**config.mk**
```make
export PLATFORM = sky130hd
export DESIGN_NAME = mag_cmp_track_flat
export DESIGN_NICKNAME = d
export VERILOG_FILES = /design/src/rtl/mag_cmp_track_if.sv /design/src/rtl/mag_cmp_track.sv /design/src/flat_wrapper.sv
export SDC_FILE = /design/constraint.sdc
export NUM_CORES = 1
export LEC_CHECK = 0
export ABC_CLOCK_PERIOD_IN_PS = 3500
export CAP_MARGIN = 20
export CORE_MARGIN = 1
export CORE_UTILIZATION = 51
export CTS_CLUSTER_DIAMETER = 50
export DETAILED_ROUTE_END_ITERATION = 7
export GPL_TIMING_DRIVEN = 0
export PLACE_DENSITY = 0.81
export SETUP_SLACK_MARGIN = 0.02
export SYNTH_ARGS = -nofsm -noshare
export SYNTH_HDL_FRONTEND = slang
export SYNTH_SLANG_ARGS = --single-unit
```
**constraint.sdc**
```tcl
create_clock -name clk -period 3.5 [get_ports clk]
set_clock_uncertainty 0.1 [all_clocks]
set_input_delay 0.35 -clock clk [delete_from_list [all_inputs] [get_ports clk]]
set_output_delay 0.35 -clock clk [all_outputs]
set_load 0.02 [all_outputs]
```
**src/rtl/mag_cmp_track_if.sv**
```systemverilog
// Sample-in / result-out stream bundle for the min/max tracker.
// The DUT takes the slave modport; a producer/consumer model takes master.
interface mag_cmp_track_if #(
    parameter int WIDTH     = 32,
    parameter int CNT_WIDTH = 16
);
    logic                 s_vld;
    logic                 s_rdy;
    logic [WIDTH-1:0]     s_val;
    logic                 s_lst;
    logic                 m_vld;
    logic                 m_rdy;
    logic [WIDTH-1:0]     m_max;
    logic [WIDTH-1:0]     m_min;
    logic [CNT_WIDTH-1:0] m_cnt;
    logic                 m_ovf;

    modport master (
        output s_vld, s_val, s_lst, m_rdy,
        input  s_rdy, m_vld, m_max, m_min, m_cnt, m_ovf
    );

    modport slave (
        input  s_vld, s_val, s_lst, m_rdy,
        output s_rdy, m_vld, m_max, m_min, m_cnt, m_ovf
    );
endinterface

```
**src/rtl/mag_cmp_track.sv**
```systemverilog
// Streaming per-frame min/max/count tracker built on two unsigned magnitude comparators.
// The result is held in DONE until it is taken; clr aborts the frame synchronously.
module mag_cmp_base #(
    parameter int WIDTH          = 32,
    parameter int IMPLEMENTATION = 0
) (
    input  logic [WIDTH-1:0] a,
    input  logic [WIDTH-1:0] b,
    output logic             grt,
    output logic             lst
);
    generate
        if (IMPLEMENTATION == 0) begin : g_direct
            assign grt = (a > b);
            assign lst = (a < b);
        end else begin : g_sub
            // Borrow out of a-b flags a<b; a non-zero difference without borrow flags a>b.
            logic [WIDTH:0] diff;
            assign diff = {1'b0, a} - {1'b0, b};
            assign lst  = diff[WIDTH];
            assign grt  = ~diff[WIDTH] & (|diff[WIDTH-1:0]);
        end
    endgenerate
endmodule

module mag_cmp_track #(
    parameter int WIDTH     = 32,
    parameter int CNT_WIDTH = 16
) (
    input  logic            clk,
    input  logic            rst_n,
    input  logic            clr,
    mag_cmp_track_if.slave  s
);
    typedef enum logic [1:0] {IDLE, ACC, DONE} state_t;

    localparam logic [CNT_WIDTH-1:0] CNT_MAX = '1;

    state_t               state;
    logic [WIDTH-1:0]     max_q;
    logic [WIDTH-1:0]     min_q;
    logic [CNT_WIDTH-1:0] cnt_q;
    logic                 ovf_q;
    logic                 m_vld_q;
    logic                 s_hs;
    logic                 grt;
    logic                 lst;

    mag_cmp_base #(.WIDTH(WIDTH), .IMPLEMENTATION(0)) u_cmp_max (
        .a   (s.s_val),
        .b   (max_q),
        .grt (grt),
        .lst ()
    );

    mag_cmp_base #(.WIDTH(WIDTH), .IMPLEMENTATION(0)) u_cmp_min (
        .a   (s.s_val),
        .b   (min_q),
        .grt (),
        .lst (lst)
    );

    // Ready depends on state alone, so m_rdy never reaches s_rdy combinationally.
    assign s.s_rdy = (state != DONE);
    assign s_hs    = s.s_vld & s.s_rdy;

    assign s.m_vld = m_vld_q;
    assign s.m_max = max_q;
    assign s.m_min = min_q;
    assign s.m_cnt = cnt_q;
    assign s.m_ovf = ovf_q;

    always_ff @(posedge clk or negedge rst_n) begin
        if (!rst_n) begin
            state   <= IDLE;
            m_vld_q <= 1'b0;
            max_q   <= '0;
            min_q   <= '0;
            cnt_q   <= '0;
            ovf_q   <= 1'b0;
        end else if (clr) begin
            state   <= IDLE;
            m_vld_q <= 1'b0;
            cnt_q   <= '0;
            ovf_q   <= 1'b0;
        end else begin
            case (state)
                IDLE: begin
                    if (s_hs) begin
                        max_q <= s.s_val;
                        min_q <= s.s_val;
                        cnt_q <= CNT_WIDTH'(1);
                        ovf_q <= 1'b0;
                        if (s.s_lst) begin
                            state   <= DONE;
                            m_vld_q <= 1'b1;
                        end else begin
                            state <= ACC;
                        end
                    end
                end
                ACC: begin
                    if (s_hs) begin
                        if (grt) max_q <= s.s_val;
                        if (lst) min_q <= s.s_val;
                        // Count saturates; ovf stays set until the next frame opens.
                        if (cnt_q == CNT_MAX) ovf_q <= 1'b1;
                        else                  cnt_q <= cnt_q + 1'b1;
                        if (s.s_lst) begin
                            state   <= DONE;
                            m_vld_q <= 1'b1;
                        end
                    end
                end
                DONE: begin
                    if (s.m_rdy) begin
                        state   <= IDLE;
                        m_vld_q <= 1'b0;
                    end
                end
                default: begin
                    state   <= IDLE;
                    m_vld_q <= 1'b0;
                end
            endcase
        end
    end
endmodule

```
**src/flat_wrapper.sv**
```systemverilog
// flat-port wrapper written by rule: the top's interface ports become plain ports
module mag_cmp_track_flat 
#(
    parameter int WIDTH     = 32,
    parameter int CNT_WIDTH = 16
)
  (clk, rst_n, clr, s_s_vld, s_s_val, s_s_lst, s_m_rdy, s_s_rdy, s_m_vld, s_m_max, s_m_min, s_m_cnt, s_m_ovf);
  mag_cmp_track_if #(.WIDTH(WIDTH), .CNT_WIDTH(CNT_WIDTH)) s_i ();
  input  logic clk;
  input  logic rst_n;
  input  logic clr;
  input wire logic [$bits(s_i.s_vld)-1:0] s_s_vld;
  input wire logic [$bits(s_i.s_val)-1:0] s_s_val;
  input wire logic [$bits(s_i.s_lst)-1:0] s_s_lst;
  input wire logic [$bits(s_i.m_rdy)-1:0] s_m_rdy;
  output wire logic [$bits(s_i.s_rdy)-1:0] s_s_rdy;
  output wire logic [$bits(s_i.m_vld)-1:0] s_m_vld;
  output wire logic [$bits(s_i.m_max)-1:0] s_m_max;
  output wire logic [$bits(s_i.m_min)-1:0] s_m_min;
  output wire logic [$bits(s_i.m_cnt)-1:0] s_m_cnt;
  output wire logic [$bits(s_i.m_ovf)-1:0] s_m_ovf;
  assign s_i.s_vld = s_s_vld;
  assign s_i.s_val = s_s_val;
  assign s_i.s_lst = s_s_lst;
  assign s_i.m_rdy = s_m_rdy;
  assign s_s_rdy = s_i.s_rdy;
  assign s_m_vld = s_i.m_vld;
  assign s_m_max = s_i.m_max;
  assign s_m_min = s_i.m_min;
  assign s_m_cnt = s_i.m_cnt;
  assign s_m_ovf = s_i.m_ovf;
  mag_cmp_track #(.WIDTH(WIDTH), .CNT_WIDTH(CNT_WIDTH)) u_core (.clk(clk), .rst_n(rst_n), .clr(clr), .s(s_i));
endmodule
```
# --- Word level (Yosys, flattened, before mapping) ---
# Index checks and enable logic that the tools add are counted.
totals:
  register_bits: 84
  output_inout_bits: 83
classes:
  addsub: 1
  magnitude_cmp: 2
  eq_ne: 16
  mux: 29
  n_bitwise: 2
  reduce_logical: 10
op_table:
  columns: ["operator", "count"]
  rows:
  - ["$mux 32", 5]
  - ["$pmux 32 s2", 2]
  - ["$mux 16", 4]
  - ["$gt 32x32->1", 1]
  - ["$lt 32x32->1", 1]
  - ["$pmux 16 s2", 1]
  - ["$add 16x1->16 const B", 1]
  - ["$eq 16x16->1 const B", 1]
  - ["$mux 2", 6]
  - ["$reduce_and 4->1", 3]
  - ["$reduce_and 5->1", 2]
  - ["$ne 3x2->1 const B", 3]
  - ["$ne 3x3->1 const B", 3]
  - ["$mux 1", 8]
  - ["$ne 2x1->1 const B", 4]
  - ["$ne 3x1->1 const B", 2]
  - ["$pmux 2 s3", 1]
  - ["$pmux 1 s2", 2]
  - ["$reduce_and 3->1", 1]
  - ["$reduce_bool 3->1", 1]
  - ["$eq 2x1->1 const B", 1]
  - ["$eq 2x2->1 const B", 1]
  - ["$logic_not 2->1", 1]
  - ["$ne 2x2->1 const B", 1]
  - ["4 further kinds", 4]

# --- Logic depth before layout (Yosys ltp) ---
depth:
  ltp_word: 5
  depth_mapped: 10
  ltp_nobuf: 9

# --- Cells and area by module ---
# A second synthesis with hierarchy kept.
hier_totals:
  hier_cells: 511
  hier_area_um2: 5281.3
modules_own_cells:
  columns: ["mod", "n_inst", "cells_each", "area_per_inst_um2", "seq_area_each_um2"]
  rows:
  - ["mag_cmp_track", 1, 283, 3647.2, 2102.0]
  - ["mag_cmp_base", 2, 114, 817.0, 0.0]

# --- Worst setup path before layout ---
# Ideal clock, no wire load.
synth_timing:
  path_kind: "register -> register"
  start: "reg u_core.max_q[1], in the netlist u_core.s.m_max[1]"
  end: "reg u_core.max_q[30], in the netlist u_core.s.m_max[30]"
  setup_time_ns: 0.126
  t_arrival_ns: 2.375
  path_slack_ns: 0.899
  path_stages_with_launch: 11
  path_buffers: 1
  cell_sequence: "dfrtp_1 -> inv_1 -> ha_1 -> nor2b_1 -> o211ai_1 -> a21oi_1 -> a211o_1 -> a211oi_4 -> o41ai_4 -> buf_6 -> a221o_1"
synth_via:
  elab_chain_cells: 3
synth_rtl:
  columns: ["item", "line_no", "text"]
  rows:
  - ["from (decl)", "mag_cmp_track.sv:40", "logic [WIDTH-1:0] max_q;"]
  - ["from (signal assigned)", "mag_cmp_track.sv:90", "max_q <= s.s_val;"]
  - ["from (signal assigned)", "mag_cmp_track.sv:104", "if (grt) max_q <= s.s_val;"]
  - ["$gt 32x32->1", "mag_cmp_track.sv:14", "assign grt = (a > b);"]
  - ["$ne 2x1->1 (no source line)", null, null]
  - ["$reduce_and 5->1 (no source line)", null, null]
# No other way between the ends.
# A chain may end at the register's enable or synchronous reset.

# --- Worst setup path in the final report ---
layout_timing:
  start: "in s_s_val[2]"
  end: "reg u_core.min_q[11], in the netlist u_core.s.m_min[11]"
layout_via:
  elab_chain_cells: 3
layout_rtl:
  columns: ["item", "line_no", "text"]
  rows:
  - ["from (decl)", "flat_wrapper.sv:13", "input wire logic [$bits(s_i.s_val)-1:0] s_s_val;"]
  - ["$lt 32x32->1", "mag_cmp_track.sv:15", "assign lst = (a < b);"]
  - ["$ne 2x1->1 (no source line)", null, null]
  - ["$reduce_and 5->1 (no source line)", null, null]
  - ["to (signal assigned)", "mag_cmp_track.sv:91", "min_q <= s.s_val;"]
  - ["to (signal assigned)", "mag_cmp_track.sv:105", "if (lst) min_q <= s.s_val;"]
  - ["to (decl)", "mag_cmp_track.sv:41", "logic [WIDTH-1:0] min_q;"]
# No other way between the ends.

==> flow_summary.ini <==
[run_status]
status = finished, final reports clean

[timing]
tightest_slew_ps = 556
post-route-period-util = 0.906
slew_violations = 0
fmax_ghz = 0.315
finalCriticalPeriod_ps = 3170
timing.slew.headroom = 0.629
hold_viol = 0
hold_slack_ps = 89.4
rsz0062_at_grt = false
setup_violations = 0

[clocking]
postCtsSetupBuffers = 0
clock_path_buffers = 2
cts_buffers = 9
cts_sinks = 84
clkSlewWorstSetupHoldPaths_ps = 90
cts_tree = done
root_buffer = clkbuf_8
clock_latency_ps = 370
htreeDepth = 3

[die]
die-width_um = 105
rows = 37
ios = 121
die-area_um2 = 10900
start_util = 0.521
coreArea_um2 = 10300
die_height_um = 105

[synth]
synth_cells = 521
yosysMostFrequentCell = dfrtp_1
synth_nets = 623
ys_seq_area_frac = 0.392
synth_top_area_cell = dfrtp_1
yosys_warnings = 0
synth_commonest_cells = 84 x dfrtp_1, 65 x inv_1, 64 x ha_1
yosysTopAreaCellShare = 0.392
synth-async-reset-ratio = 1.00
synth_edf_count = 0
synth_ff_type = dfrtp_1
synth.distinct_cells = 54
netlist_area_um2 = 5360
synth-seq-cells = 84
ys_top_cells_by_area = dfrtp_1 39%, ha_1 15%, mux2_1 6.7%
avgSynthCellArea_um2 = 10.3

[final_layout]
area_growth_pct = 29.5
antenna-diode-count = 0
drive_gt1_frac = 0.0927
stdcell_count = 794
nNetsFinal = 755
fillers = 825

[drt]
dr.pass1.iters = 4
vias = 4458
drt_iter0_drc = 148
drc_errors = 0
wl_mm = 13.0
viasPerCell = 5.61
wl_per_cell_um = 16.4
ant_nets = 0

[placed_design]
dp_hpwl_mm = 9.75
portBuffers = 119
dp.cells = 777
gp_congestion = 0.781

[grt]
grt_antenna_before_repair = 0
grt_pass1_wl_mm = 22.0
grt_max_degree = 54
grt_pass1_vias = 4503
grtUsageTotal = 0.253
overflow = 0

[worst_setup_path]
cp-start-kind = input pin
crit_fanout = 10
cp_slowest_cell = clkdlybuf4s50_1
r2r_slack_ps = 400
arrival_ps = 3320
crit_path_end_kind = flop
crit_chain = clkdlybuf4s50_1 > ha_1 > a211oi_1 > o21ai_1 > a21oi_1 > nor4_1 > o311ai_1 > a21bo_2 > buf_2 > mux2_1
slowest_delay_ps = 550
crit_required_ps = 3650
crit_buf_inv = 2
crit_family = compound AO/OA/AOI/OAI gates
critPathKind = in2reg

[job]
max_cap_viol_count = 0

[pwr]
ir_drop_v = 0.000300
leakage_uw = 0.00335
power_density_nw_per_um2 = 598

[worst_hold_path]
hp-class = in2reg
cells in the final DEF, fill, tap and decap left out, types with 3 or more instances in the layout:
cell type        synthesis  final
o21ai_0                 10     10
clkbuf_8                 0      9
nor2_1                  33     33
xor2_1                   8      8
o21ai_1                  3      3
nand4_2                  3      3
clkbuf_1                 4      7
ha_1                    64     64
mux2_1                  32     32
buf_2                    6      6
nor3_1                   3      3
a221o_1                 33     33
nor2b_1                  4      4
inv_1                   65     65
clkdlybuf4s50_1          0    118
and3_2                  21     21
nand2_1                 29     29
xnor2_1                  5      5
buf_6                    5      5
nand4_1                  7      7
a21o_1                   3      3
dlymetal6s2s_1           3      3
nand3_1                 11     11
a21oi_1                 32     32
and3_1                  19     19
a211oi_1                 3      3
dfrtp_1                 84     84
final timing paths:
path | endpoint | depth (start not counted) | start
setup / recovery | u_core.s.m_min[11] | 10 | s_s_val[2]
hold / removal | u_core.state[1] | 2 | clr
setup reg to reg | u_core.s.m_min[11] | 10 | u_core.s.m_min[2]
hold reg to reg | u_core.s.m_ovf | 2 | u_core.s.m_ovf
max in group asynchronous | u_core.s.m_min[28] | 3 | rst_n
min in group asynchronous | u_core.s.m_min[15] | 2 | rst_n
cell families (layout without fill, tap and decap cells):
family | count (synthesis) | after routing | synth area share
buffers and inverters | 84 | 221 | 0.0721
AND/OR/NAND/NOR | 144 | 144 | 0.154
flip-flops | 84 | 84 | 0.392
XOR/XNOR | 13 | 13 | 0.0212
multiplexers | 33 | 33 | 0.0691
AO/OA/AOI/OAI | 99 | 99 | 0.142
adder cells (fa/ha/maj) | 64 | 64 | 0.149
per-layer routing:
layer,GRT usage,vias up,part of all wire
li1,-,2133,-
met1,0.318,2184,0.43
met2,0.421,117,0.49
met3,0.0520,24,0.055
met4,0.110,0,0.025
met5,0,-,0
state kept, by name, indices dropped and copies added (netlist names):
register / count
u_core.s.m_cnt: 16
u_core.s.m_max: 32
u_core.s.m_min: 32
u_core.s.m_ovf: 1
u_core.s.m_vld: 1
u_core.state: 2
through the flow:
stage	setup WS [ps]	setup TNS, ps	power, uW	util	cell area [um2]
2_1_floorplan	899	0	2610	-	5360
6_report	328	0	4150	0.675	6940
5_1_grt	175	0	4430	0.675	6940
3_5_place_dp	-80.9	-1140	3470	0.656	6750
4_1_cts	291	0	4180	0.675	6940
3_3_place_gp	-1090	-90720	3390	0.654	6720
power breakdown:
| group | internal (uW) | switching (uW) |
|---|---|---|
| clock | 330 | 369 |
| sequential | 1210 | 235 |
| combinational | 971 | 1030 |
what timing repair did:
| action | in CTS | in global routing |
|---|---|---|
| endpoints found under the hold margin | 31 | 0 |
| resized for setup | 0 | 0 |
| hold buffers | 1 | 0 |
final cells by class:
type                    count  area (um2)  share of cell area
multi-input cells         353        2870               0.414
repair buffers            121        1230               0.177
clock inverters             4        50.0             0.00721
well taps                 136         170              0.0245
inverters                  66         248              0.0357
flip-flops and latches     84        2100               0.303
clock buffers              12         135              0.0195
plain buffers              18         139              0.0200
Power figures use the tool's default switching activity.
